`config.mk`:
```
export PLATFORM = sky130hd
export DESIGN_NAME = mat_mult_engine
export DESIGN_NICKNAME = d
export VERILOG_FILES = /design/src/rtl/mm_pkg.sv /design/src/rtl/mm_dot4.sv /design/src/rtl/mat_mult_engine.sv
export SDC_FILE = /design/constraint.sdc
export NUM_CORES = 2
export LEC_CHECK = 0
export BUFFER_PORTS_ARGS = -buffer_cell sky130_fd_sc_hd__buf_2
export CORE_MARGIN = 5
export CORE_UTILIZATION = 52
export DETAILED_ROUTE_END_ITERATION = 6
export PLACE_DENSITY = 0.73
export SLEW_MARGIN = 20
export SYNTH_ARGS = -nofsm -noshare
export SYNTH_HDL_FRONTEND = slang
export SYNTH_SLANG_ARGS = --single-unit
```
`constraint.sdc`:
```
create_clock -name clk -period 10.5 [get_ports clk]
set_input_delay 1.05 -clock clk [delete_from_list [all_inputs] [get_ports clk]]
set_output_delay 1.05 -clock clk [all_outputs]
set_load 0.01 [all_outputs]
```
`src/rtl/mm_pkg.sv`:
```
// Shared sizing, FSM state encoding and element addressing for the 4x4 matrix multiply engine.
package mm_pkg;

  localparam int unsigned DIM    = 4;
  localparam int unsigned ELEM_W = 16;
  localparam int unsigned MAT_W  = DIM * DIM * ELEM_W;
  localparam int unsigned ROW_W  = DIM * ELEM_W;
  localparam int unsigned IDX_W  = $clog2(DIM * DIM);
  localparam int unsigned SEL_W  = $clog2(DIM);
  localparam int unsigned OFF_W  = $clog2(MAT_W);

  typedef enum logic [1:0] {
    IDLE    = 2'd0,
    COMPUTE = 2'd1,
    DONE    = 2'd2
  } state_t;

  // Bit offset of element (r,c) within a row-major packed matrix.
  function automatic logic [OFF_W-1:0] elem_off(input int unsigned r, input int unsigned c);
    return OFF_W'(ELEM_W * (DIM * r + c));
  endfunction

endpackage

```
`src/rtl/mm_dot4.sv`:
```
// Combinational dot product of one A row and one B column; products and sum wrap mod 2^ELEM_W.
module mm_dot4
  import mm_pkg::*;
(
  input  logic [ROW_W-1:0]  i_row,
  input  logic [ROW_W-1:0]  i_col,
  output logic [ELEM_W-1:0] o_dot_c
);

  localparam int unsigned PROD_W = 2 * ELEM_W;

  logic [PROD_W-1:0] w_prod;
  logic [ELEM_W-1:0] w_sum;

  // Only the low ELEM_W bits of each product contribute to the wrapped sum.
  always_comb begin
    w_prod = '0;
    w_sum  = '0;
    for (int k = 0; k < int'(DIM); k++) begin
      w_prod = PROD_W'(i_row[k*ELEM_W +: ELEM_W]) * PROD_W'(i_col[k*ELEM_W +: ELEM_W]);
      w_sum  = w_sum + w_prod[ELEM_W-1:0];
    end
  end

  assign o_dot_c = w_sum;

endmodule

```
`src/rtl/mat_mult_engine.sv`:
```
// 4x4 unsigned matrix multiply: latches A/B on start, produces one C element per cycle,
// then holds the full result until the consumer acknowledges it.
module mat_mult_engine
  import mm_pkg::*;
(
  input  logic             clk,
  input  logic             nReset,
  input  logic             start,
  input  logic [MAT_W-1:0] opA,
  input  logic [MAT_W-1:0] opB,
  output logic             busy,
  output logic             resValid,
  output logic [MAT_W-1:0] resData,
  input  logic             resAck
);

  state_t            r_state;
  state_t            w_state_nxt;
  logic [IDX_W-1:0]  r_idx;
  logic [MAT_W-1:0]  r_a;
  logic [MAT_W-1:0]  r_b;
  logic [MAT_W-1:0]  r_acc;
  logic [MAT_W-1:0]  r_res;
  logic              r_busy;
  logic              r_res_valid;

  logic [SEL_W-1:0]  w_row_sel;
  logic [SEL_W-1:0]  w_col_sel;
  logic [ROW_W-1:0]  w_row;
  logic [ROW_W-1:0]  w_col;
  logic [ELEM_W-1:0] w_dot;
  logic              w_last;

  assign w_row_sel = r_idx[IDX_W-1 -: SEL_W];
  assign w_col_sel = r_idx[SEL_W-1:0];
  assign w_last    = (r_idx == IDX_W'(DIM * DIM - 1));

  // Row of A is contiguous; column of B is gathered element by element.
  always_comb begin
    w_row = r_a[elem_off(32'(w_row_sel), 0) +: ROW_W];
    w_col = '0;
    for (int k = 0; k < int'(DIM); k++) begin
      w_col[k*ELEM_W +: ELEM_W] = r_b[elem_off(k, 32'(w_col_sel)) +: ELEM_W];
    end
  end

  mm_dot4 u_dot (
    .i_row   (w_row),
    .i_col   (w_col),
    .o_dot_c (w_dot)
  );

  always_ff @(posedge clk or negedge nReset) begin
    if (!nReset) begin
      r_state <= IDLE;
    end else begin
      r_state <= w_state_nxt;
    end
  end

  always_comb begin
    w_state_nxt = r_state;
    case (r_state)
      IDLE:    if (start)  w_state_nxt = COMPUTE;
      COMPUTE: if (w_last) w_state_nxt = DONE;
      DONE:    if (resAck) w_state_nxt = IDLE;
      default:             w_state_nxt = IDLE;
    endcase
  end

  // The last element bypasses the accumulator so the result lands on the same edge.
  always_ff @(posedge clk or negedge nReset) begin
    if (!nReset) begin
      r_idx       <= '0;
      r_a         <= '0;
      r_b         <= '0;
      r_acc       <= '0;
      r_res       <= '0;
      r_busy      <= 1'b0;
      r_res_valid <= 1'b0;
    end else begin
      case (r_state)
        IDLE: begin
          if (start) begin
            r_a    <= opA;
            r_b    <= opB;
            r_idx  <= '0;
            r_busy <= 1'b1;
          end
        end
        COMPUTE: begin
          r_acc[elem_off(32'(w_row_sel), 32'(w_col_sel)) +: ELEM_W] <= w_dot;
          r_idx <= r_idx + IDX_W'(1);
          if (w_last) begin
            r_res       <= {w_dot, r_acc[MAT_W-ELEM_W-1:0]};
            r_res_valid <= 1'b1;
          end
        end
        DONE: begin
          if (resAck) begin
            r_res_valid <= 1'b0;
            r_busy      <= 1'b0;
          end
        end
        default: begin
          r_busy      <= 1'b0;
          r_res_valid <= 1'b0;
        end
      endcase
    end
  end

  assign busy     = r_busy;
  assign resValid = r_res_valid;
  assign resData  = r_res;

endmodule

```
==> implementation parameters <==
Parameter                              Value

Synthesis
  Commonest cells in the synthesized netlist    sky130_fd_sc_hd__nand2_1 (2158), sky130_fd_sc_hd__dfrtp_1 (1016), sky130_fd_sc_hd__inv_1 (531)
  Most frequently used cell type in the post-synthesis netlist    sky130_fd_sc_hd__nand2_1
  Number of distinct standard cells referenced by the synthesized netlist    55
  Cell taking the most area after synthesis    sky130_fd_sc_hd__dfrtp_1
  Synth area leaders    sky130_fd_sc_hd__dfrtp_1 (44%), sky130_fd_sc_hd__nand2_1 (14%), sky130_fd_sc_hd__fa_1 (14%), sky130_fd_sc_hd__mux2_2 (4.9%), sky130_fd_sc_hd__ha_1 (4.0%)
  Area share of the leading cell type in the synthesized netlist    44.1%
  Warnings, synthesis    0
  Post-Syn Area per Cell    10.1 sq um
  Post-Synthesis Cell Area    approximately 58000 sq um
  EDFF count, synth    0
  Main synth FF type    sky130_fd_sc_hd__dfrtp_1
  Net Count, Synth    6768
  Gate Count Post-Synth    about 5.7k
  Portion of the post-synthesis area used by sequential elements    roughly 44%
  Synth async-reset ratio    100%
  Number of synthesized register bits    between 1k and 1.5k

STA
  Worst Skew    approximately 38 ps
  Max-slew violation count    0
  Unrepaired setup endpoints after global routing    no
  # setup viols final    0
  Number of hold violations in the final report    0
  Max-slew headroom    approximately a quarter
  Final Critical Period    9860 ps
  Setup TNS    0 ps
  Achievable Freq    a little over 0.1 GHz
  Transition time at the pin with the least slew margin    approximately 1100 ps
  Period utilisation layout    ~94%

Global routing
  All-layer global routing usage    29.1%
  Wire length of the first global-routing pass    approximately 260 mm
  Global-route congestion overflow total    0
  Via count of the first global-routing pass    ~44k
  Pin count of the biggest net entering global routing    between 200 and 250
  Number of antenna violations at the first check in global routing    3

Clock network
  TritonCTS clock tree    yes
  # resized after CTS    0
  Total setup buffers inserted after CTS    0
  Clock latency on the worst-skew pair    about 700 ps
  Number of clock sinks    1016
  Max H-tree Level    3
  Clock root buffer    sky130_fd_sc_hd__clkbuf_16
  # hold bufs at CTS    0
  Clock-pin transition on the worst setup and hold timing paths    60 ps
  Number of clock buffers inserted by TritonCTS    between 100 and 150
  Bufs on Longest Clock Path    3

Critical path
  Type of element capturing the critical path    flip-flop
  Peak per-stage delay on the critical path    870 ps
  CP required    around 11000 ps
  Setup Crit Path Kind    reg2reg
  Data arrival time of the critical path    between 10000 and 15000 ps
  Cell with the biggest individual delay on the critical path    sky130_fd_sc_hd__dfrtp_4
  Cell repeated most along the worst path    sky130_fd_sc_hd__fa_1
  Startpoint Class    flip-flop
  Crit Path Max Fanout    34

Cells and area
  Layout area overhead    15.1%
  Multi-input logic area    28900 sq um
  Fill cell instance count of the final layout    between 9k and 10k
  Sequential cell area    ~25000 sq um
  Net total in the final layout    ~7.4k
  Share of final-layout standard cells stronger than drive strength 1    a little over a fifth

Route
  Detailed-route vias per instance    around 5.3
  Detailed Route Iter0 Violations    3118
  Via count    around 42k
  Top sig layer    met5
  Per-cell routed wire length    between 20 and 25 um
  Number of search-and-repair iterations in the first detailed-routing pass    5
  DRC violation count after routing    0
  Routed wire length    approximately 170 mm
  Routed metal-1 wire length    around 69 mm
  Antenna-violating nets left    0
  Met3 layer wire length in the routed design    9.87 mm
  Detail Route met2 WL    between 80 and 90 mm

Floorplan
  DIE AREA    118000 sq um
  Cell row count    roughly 120
  Height of the die    343 um
  Core Region    roughly 110000 sq um
  Die extent in x    343 um
  Count of boundary I/O pins    around 770
  Starting density of the core    52.2%

Run
  Max-cap check violation count    0

Run status
  Status    finished clean

Worst hold path
  Path type of the worst min-delay path    in2async

Place
  HPWL reported at the end of detailed placement    between 100 and 150 mm
  Routability congestion estimate    between 0.9 and 1
  Port Buf Inserts    773
-- logic make-up (layout without fill, tap and decap cells) --
logic type / Yosys count / count (layout) / share of synthesized area (%)
AOI/OAI and AO/OA: 281 / 281 / 2.74
xor gates and xnor gates: 142 / 142 / 2.28
adders and majority gates: 574 / 574 / 17.6
buffers and inverters: 816 / 1558 / 5.84
DFF: 1016 / 1016 / 44.1
muxes: 377 / 377 / 10.0
other: 0 / 1 / 0
and+or+nand+nor: 2472 / 2472 / 17.4
-- state kept, by name, summed over array words and instances, names as in the netlist --
signal    count
r_state       2
r_acc       240
r_idx         4
r_b         256
resData     256
busy          1
r_a         256
resValid      1
-- worst max-delay path, delay by kind of cell, from the launching register on --
family / cells / cell delay, ps
AO/OA/AOI/OAI: 5 / 1160
adder cells (fa/ha/maj): 11 / 5320
buffers and inverters: 6 / 750
multiplexers: 1 / 710
AND/OR/NAND/NOR: 2 / 560
XOR/XNOR: 1 / 290
flip-flops: 1 / 870
-- through the flow --
| stage | setup WS, ps | hold slack [ps] | std cells | utilization, % | area (sq um) |
|---|---|---|---|---|---|
| floorplan | 1720 | 437 | 5678 | - | 57600 |
| global placement | 772 | 449 | 7718 | 56.8 | 62700 |
| detailed placement | 650 | 454 | 7718 | 56.8 | 62700 |
| CTS | 608 | 306 | 7908 | 60.0 | 66300 |
| global route | 203 | 352 | 7908 | 60.1 | 66300 |
| finish | 643 | 303 | 7909 | 60.1 | 66300 |
-- cell type report --
type | count | share of cell area [%]
Clock buffer | 147 | 4.53
Tap cell | 1488 | 2.81
Sequential cell | 1016 | 38.4
Timing Repair Buffer | 837 | 6.83
Clock inverter | 43 | 0.904
Multi-Input combinational cell | 3846 | 43.5
Inverter | 531 | 3.01
Antenna cell | 1 | 0.00378
-- path summary, 6_finish.rpt --
check / startpoint / to / slack (ps) / cells after the start
worst min register to register: r_a[65] / r_a[65] / 470 / 2
max in group asynchronous: nReset / r_b[226] / 7890 / 3
min in group clk: r_a[65] / r_a[65] / 470 / 2
worst max register to register: r_idx[2] / r_acc[95] / 640 / 26
worst min-delay path: nReset / resData[61] / 300 / 1
worst max-delay path: r_idx[2] / r_acc[95] / 640 / 26
-- layer usage --
metal	up-vias	global-route usage (%)
li1	19000	-
met1	21000	38.6
met2	1384	48.2
met3	335	3.70
met4	2	13.7
met5	-	0
-- placed cells by master (no fill, tap or decap), types with 22 or more instances in the layout --
master | synthesis | routed
sky130_fd_sc_hd__nand2_1 | 2158 | 2157
sky130_fd_sc_hd__dfrtp_1 | 1016 | 1012
sky130_fd_sc_hd__buf_2 | 11 | 772
sky130_fd_sc_hd__inv_1 | 531 | 531
sky130_fd_sc_hd__fa_1 | 390 | 390
sky130_fd_sc_hd__and2_1 | 256 | 256
sky130_fd_sc_hd__mux2_2 | 249 | 249
sky130_fd_sc_hd__o21ai_0 | 213 | 213
sky130_fd_sc_hd__ha_1 | 184 | 184
sky130_fd_sc_hd__xnor2_1 | 107 | 107
sky130_fd_sc_hd__clkbuf_16 | 0 | 104
sky130_fd_sc_hd__mux4_2 | 101 | 101
sky130_fd_sc_hd__buf_4 | 8 | 50
sky130_fd_sc_hd__o31ai_1 | 35 | 35
sky130_fd_sc_hd__xor2_1 | 28 | 28
sky130_fd_sc_hd__clkbuf_8 | 2 | 24
sky130_fd_sc_hd__mux4_1 | 22 | 22
Power is not shown: default switching activity piles up to over one toggle a cycle in this logic, so the estimate is an artifact.
